==> src/rtl/sipo_pkg.sv <==
// Shared types and constants for the serial-in/parallel-out deserializer.
package sipo_pkg;

    // Bit-counter phase: IDLE waits for the first bit of a word, SHIFT is mid-word.
    typedef enum logic {
        IDLE  = 1'b0,
        SHIFT = 1'b1
    } state_t;

    localparam int unsigned DEF_WIDTH = 4;
    localparam int unsigned WCNT_W    = 8;

endpackage

==> src/rtl/sipo_bit_counter.sv <==
// Counts accepted serial bits within a word and flags the final bit position.
module sipo_bit_counter
    import sipo_pkg::*;
#(
    parameter int unsigned WIDTH = DEF_WIDTH
)
(
    input  logic                     clk,
    input  logic                     rst,
    input  logic                     clr,
    input  logic                     inc,
    output logic [$clog2(WIDTH)-1:0] cnt,
    output logic                     last
);

    localparam int unsigned       CW       = $clog2(WIDTH);
    localparam logic [CW-1:0]     CNT_LAST = CW'(WIDTH - 1);

    state_t        state_q;
    state_t        state_d;
    logic [CW-1:0] cnt_d;

    assign last = (cnt == CNT_LAST);

    // State and bit-position registers.
    always_ff @(posedge clk or posedge rst) begin
        if (rst) begin
            state_q <= IDLE;
            cnt     <= '0;
        end else begin
            state_q <= state_d;
            cnt     <= cnt_d;
        end
    end

    // Next-state: clear wins, otherwise advance on each accepted bit and wrap after the last.
    always_comb begin
        state_d = state_q;
        cnt_d   = cnt;
        if (clr) begin
            state_d = IDLE;
            cnt_d   = '0;
        end else if (inc) begin
            if (last) begin
                state_d = IDLE;
                cnt_d   = '0;
            end else begin
                state_d = SHIFT;
                cnt_d   = cnt + 1'b1;
            end
        end
    end

endmodule

==> src/rtl/sipo_deser.sv <==
// Serial-to-parallel deserializer with a one-word valid/ready output slot and overrun flag.
module sipo_deser
    import sipo_pkg::*;
#(
    parameter int unsigned WIDTH     = DEF_WIDTH,
    parameter bit          MSB_FIRST = 1'b1
)
(
    input  logic              clk,
    input  logic              rst,
    input  logic              clr,
    input  logic              sin,
    input  logic              sin_valid,
    output logic [WIDTH-1:0]  q_data,
    output logic              q_valid,
    input  logic              q_ready,
    output logic              overrun,
    output logic [WCNT_W-1:0] word_cnt
);

    logic [WIDTH-1:0]         acc;
    logic [WIDTH-1:0]         acc_next;
    logic [$clog2(WIDTH)-1:0] cnt_unused;   // completion only needs 'last'
    logic                     last;
    logic                     accept;
    logic                     complete;
    logic                     drain;

    assign accept   = sin_valid && !clr;
    assign complete = accept && last;
    assign drain    = q_valid && q_ready;

    // Accumulator with the current bit shifted in; on completion this is the finished word.
    generate
        if (MSB_FIRST) begin : g_msb
            assign acc_next = {acc[WIDTH-2:0], sin};
        end else begin : g_lsb
            assign acc_next = {sin, acc[WIDTH-1:1]};
        end
    endgenerate

    sipo_bit_counter #(
        .WIDTH (WIDTH)
    ) u_cnt (
        .clk  (clk),
        .rst  (rst),
        .clr  (clr),
        .inc  (accept),
        .cnt  (cnt_unused),
        .last (last)
    );

    // Shift register for the partial word.
    always_ff @(posedge clk or posedge rst) begin
        if (rst) begin
            acc <= '0;
        end else if (clr) begin
            acc <= '0;
        end else if (accept) begin
            acc <= acc_next;
        end
    end

    // Output slot: load when empty or draining this edge, else just drain.
    always_ff @(posedge clk or posedge rst) begin
        if (rst) begin
            q_data   <= '0;
            q_valid  <= 1'b0;
            word_cnt <= '0;
        end else if (complete && (!q_valid || q_ready)) begin
            q_data   <= acc_next;
            q_valid  <= 1'b1;
            word_cnt <= word_cnt + 1'b1;
        end else if (drain) begin
            q_valid  <= 1'b0;
        end
    end

    // Sticky overrun: set when a finished word finds the slot full and not draining.
    always_ff @(posedge clk or posedge rst) begin
        if (rst) begin
            overrun <= 1'b0;
        end else if (clr) begin
            overrun <= 1'b0;
        end else if (complete && q_valid && !q_ready) begin
            overrun <= 1'b1;
        end
    end

endmodule

==> config.mk <==
export PLATFORM = sky130hd
export DESIGN_NAME = sipo_deser
export DESIGN_NICKNAME = d
export VERILOG_FILES = /design/src/rtl/sipo_pkg.sv /design/src/rtl/sipo_bit_counter.sv /design/src/rtl/sipo_deser.sv
export SDC_FILE = /design/constraint.sdc
export NUM_CORES = 1
export LEC_CHECK = 0
export CAP_MARGIN = 20
export CORE_ASPECT_RATIO = 0.75
export CORE_MARGIN = 5
export CORE_UTILIZATION = 30
export DETAILED_ROUTE_END_ITERATION = 8
export GPL_ROUTABILITY_DRIVEN = 0
export GPL_TIMING_DRIVEN = 0
export HOLD_SLACK_MARGIN = 0.1
export SLEW_MARGIN = 10
export SYNTH_ARGS = -nofsm -noshare
export SYNTH_HDL_FRONTEND = slang
export SYNTH_SLANG_ARGS = --single-unit
==> constraint.sdc <==
create_clock -name clk -period 3.3 [get_ports clk]
set_input_delay 0.66 -clock clk [delete_from_list [all_inputs] [get_ports clk]]
set_output_delay 0.66 -clock clk [all_outputs]
set_load 0.005 [all_outputs]
Yosys cells after proc, flatten, opt, wreduce, memory -nomap -nowiden
Cells that the tools add are included.

Flip-flop bits (word level): 19. Input port bits: 6. Output and inout bits: 14.

Add/sub/neg operators: 2. Eq/ne operators: 1. Mux-type cells: 9. Reduce and logical (&&, ||, !) cells: 13.

Operator list (number): 8-bit by 1-bit adder with 8-bit output, second input constant (1); 1-bit logical AND (6); 2-bit two-way mux (3); 3-bit two-way mux (2); 2-bit nonzero test (3); 1-bit two-way mux (4); 1-bit logical NOT (3); 2-bit by 1-bit adder with 2-bit output, second input constant (1); 2-bit == test, second input constant (1); 1-bit logical OR (1).

Logic depth before layout (Yosys ltp)
Word-level depth: 7. Gate-level depth with buffers: 4.

Cells and area by module
A second synthesis with hierarchy kept.

Cells, all modules: 67. Area, all modules: 885.8 sq um.

By module, submodules not included: sipo_deser (instances 1, cells an instance 58, area each 782.0 sq um, sequential area each 425.4 sq um); sipo_bit_counter (instances 1, cells an instance 9, area each 103.8 sq um, sequential area each 50.0 sq um).

Worst setup path before layout
Ideal clock, no wire load.

Path kind: input port to flip-flop. From: input port sin_valid. To: register q_data[0]. Library setup time: 125 ps. Data arrival time: 1459 ps. Slack: 1717 ps. Stages: 4. Path through: buf_6 > nand3b_4 > nor2_4 > mux2_2.

Cells in the longest elaborated chain, start to end: 3.

Ends and longest elaborated chain: from (decl) (RTL line sipo_deser.sv:13) `input logic sin_valid,`; 1-bit logical AND (RTL line sipo_deser.sv:29) `assign accept = sin_valid && !clr;`; 1-bit logical AND (RTL line sipo_deser.sv:30) `assign complete = accept && last;`; 1-bit logical AND (RTL line sipo_deser.sv:70) `end else if (complete && (!q_valid || q_ready)) begin`; to (signal assigned) (RTL line sipo_deser.sv:71) `q_data <= acc_next;`; to (decl) (RTL line sipo_deser.sv:14) `output logic [WIDTH-1:0] q_data,`.

Every way passes these cells. A chain may end at the register's enable or synchronous reset.

Worst setup path in the final report
From: input port clr. To: register word_cnt[1].

Cells in the longest elaborated chain, start to end: 4.

Ends and longest elaborated chain: from (decl) (RTL line sipo_deser.sv:11) `input logic clr,`; 1-bit logical NOT (RTL line sipo_deser.sv:29); 1-bit logical AND (RTL line sipo_deser.sv:29); 1-bit logical AND (RTL line sipo_deser.sv:30); 1-bit logical AND (RTL line sipo_deser.sv:70); to (signal assigned) (RTL line sipo_deser.sv:73) `word_cnt <= word_cnt + 1'b1;`; to (decl) (RTL line sipo_deser.sv:18) `output logic [WCNT_W-1:0] word_cnt`.

Every way passes these cells.

==> results by group <==
Clock tree
  • Clock sinks: 19
  • Clock Latency Late Sink: 0.26 ns
  • CTS clk-pin slew, worst paths: 0.07 ns
  • Postcts setup bufs: 0
  • CTS Hold Bufs: 0
  • Clock buffer depth: 2
  • Max H-tree Level: 1
  • Resize count post-CTS: 0
  • Clock root buffer: clkbuf_8
  • TritonCTS clock tree: yes
  • Num CTS Buffers: 3

Die
  • FP Rows: 16
  • Die ar.: 0.00403 mm²
  • Core area: approximately 0.0027 mm²
  • Initial core utilization: 32.1%
  • Die Y: 56.2 µm
  • IO Pins: 20
  • DIE WIDTH: slightly above 70 µm

Cells and area
  • Commonest cells after routing, fill and taps aside: 19 x dfrtp_1, 18 x clkdlybuf4s50_1, 7 x xor2_1, 7 x nor2_1
  • Core Util, Final: between 40% and 50%
  • Filler-free cell count of the finished design: 123
  • Layout cells sized above 1: between 10% and 20%
  • Final nets: 96
  • Antenna diode count: 0
  • Most common cell after layout, fill and taps aside: dfrtp_1
  • Area Overhead vs Synth: 31.8%

Drt
  • DRT iter0 DRCs: 13
  • WL final: roughly 1700 µm
  • Final ANT Viol Nets: 0
  • # DRC: 0
  • Routed vias/inst: 4.52
  • Via count: 556
  • Routed WL per cell: ~13 µm
  • Pre-antenna DRT Iters: 4

Place
  • Dpl hpwl: 1200 µm
  • Port Buffers: 18
  • Dpl cells: 119
  • Dpl ws: 1.06 ns

Timing
  • Final min period: roughly 2 ns
  • Worst slew margin: 51.9%
  • Clk_skew: 0.00816 ns
  • Slew Limit Fails: 0
  • Least-Margin Pin Slew: 0.720 ns
  • Fin worst setup slack: 1.35 ns
  • RSZ-0062 raised after global routing: no
  • Final worst path period share: 59.2%
  • Final setup TNS: 0 ns
  • Max frequency: 512 MHz
  • Setup Viol. Count Final: 0
  • Hold Violations, Final: 0

Synth
  • Sequential fraction of the synthesis area: 55.6%
  • Yosys cell types: 20
  • Cell taking the most area after synthesis: dfrtp_1
  • Yosys Warn Count: 0
  • Main area contributors after synthesis: dfrtp_1 56%, xor2_1 7.2%, mux2_2 6.6%
  • Synth Cell Area: 855 µm²
  • Syn nets: 73
  • Share of the synthesized area in the top cell type: between 50% and 60%
  • Avg Inst Size Synth: 13.1 µm²
  • Synth Instances: 65
  • Flops & latches, synth: 19

GRT
  • First-pass GRT wire length: between 2000 and 3000 µm
  • Gr usage total: 9.19%
  • Initial antenna violation count: 0
  • Largest net degree at the start of global routing: 20
  • Vias in the first global route: 596
  • Total gr overflow: 0

Worst setup path
  • Req. time, crit path: approximately 3.4 ns
  • Critical path launch point type: input port
  • Crit. End Element: register
  • CP Data Arrival Time: 2.09 ns
  • CP max stage cell: clkdlybuf4s50_1
  • Worst path max stage delay: 0.53 ns
  • Crit path max fanout: 8
  • CP Cell Sequence: clkdlybuf4s50_1 > nand3b_4 > nor2_4 > mux2_2
  • Kind of critical path: input port to register

Power
  • Clock share of power: 33.7%
  • PD cells: 421 mW/mm²
  • VDD IR-drop max: 0.241 mV
  • Sw Ratio: between 20% and 30%
  • Cell leakage power: 0.000555 µW
  • Seq pwr share: 54.5%
  • Logic pwr share: 11.8%
  • Total power draw: 474 µW
  • P_sw: 110 µW
  • Internal power: 364 µW

Worst hold path
  • Worst min-delay path class: register to register

Outcome
  • Status: finished, final reports clean

Flow run
  • Max cap viols: 0
-- power by group through the flow --
stage | Sequential (µW) | Combinational [µW] | Clock, µW
after floorplan | 261 | 25.0 | 0
after global routing | 261 | 62.9 | 178
after detailed placement | 262 | 57.2 | 0
final | 258 | 55.8 | 160
after CTS | 258 | 58.0 | 168
after global placement | 262 | 55.9 | 0
-- worst paths after layout --
check                                          from                       end  slack [ns]  cells after the start
setup / recovery                                clr   word_cnt[1]$_DFFE_PP0P_        1.35                      4
hold / removal              word_cnt[7]$_DFFE_PP0P_   word_cnt[7]$_DFFE_PP0P_        0.48                      1
setup reg to reg           u_cnt.cnt[0]$_DFFE_PP0P_   word_cnt[1]$_DFFE_PP0P_        1.78                      4
hold reg to reg             word_cnt[7]$_DFFE_PP0P_   word_cnt[7]$_DFFE_PP0P_        0.48                      1
max in group asynchronous                       rst     q_data[2]$_DFFE_PP0P_        2.02                      2
min in group asynchronous                       rst  u_cnt.cnt[0]$_DFFE_PP0P_        0.82                      2
-- Yosys cell counts --
library cell,n
nor2b_1,1
nand4_1,1
nor3b_1,1
buf_2,1
dfrtp_1,19
nand3_1,3
a31oi_1,1
ha_1,2
nor4_4,1
nor2_1,7
nand3b_4,1
inv_1,2
mux2i_1,5
buf_6,1
nand2_1,2
mux2_2,5
nor2_4,1
xor2_1,7
nor3_1,2
nor4_2,2
-- critical path, delay by kind of cell --
kind / cells / cell delay, ns
buffers and inverters: 1 / 0.53
muxes: 1 / 0.36
and+or+nand+nor: 2 / 0.54
-- flip-flops by register name, indices dropped and copies added, names as in the netlist --
signal     count
u_cnt.cnt      2
word_cnt       8
acc            3
q_data         4
q_valid        1
overrun        1
-- area by class of cell --
cell class	instances	area [µm²]
clock inverters	1	5.00
inverters	2	7.51
clock buffers	3	41.3
well taps	36	45.0
repair buffers	18	180
fillers	266	1540
flip-flops and latches	19	475
plain buffers	2	16.3
multi-input cells	42	355
-- layer usage --
layer  vias to the layer above  wire length (µm)  global-route usage, %
met5                         -                 0                      0
met4                         0                11                   2.41
met3                         2               121                   5.05
met2                        15               804                   14.7
met1                       273               718                   10.6
li1                        266                 -                      -
-- through the flow --
step / hold slack [ns] / cell area, µm²
2_1_floorplan: 0.465 / 855
3_5_place_dp: 0.474 / 1080
4_1_cts: 0.484 / 1130
5_1_grt: 0.494 / 1130
6_report: 0.480 / 1130
3_3_place_gp: 0.454 / 1080
-- cell families after synthesis --
logic type | count (synthesis) | synth area share (%)
adders and majority gates | 2 | 2.93
buffers and inverters | 4 | 2.78
xor gates and xnor gates | 7 | 7.17
and+or+nand+nor | 22 | 18.3
DFF | 19 | 55.6
AOI/OAI and AO/OA | 1 | 0.733
muxes | 10 | 12.4
Note: power is estimated with default switching activity, not from simulation.
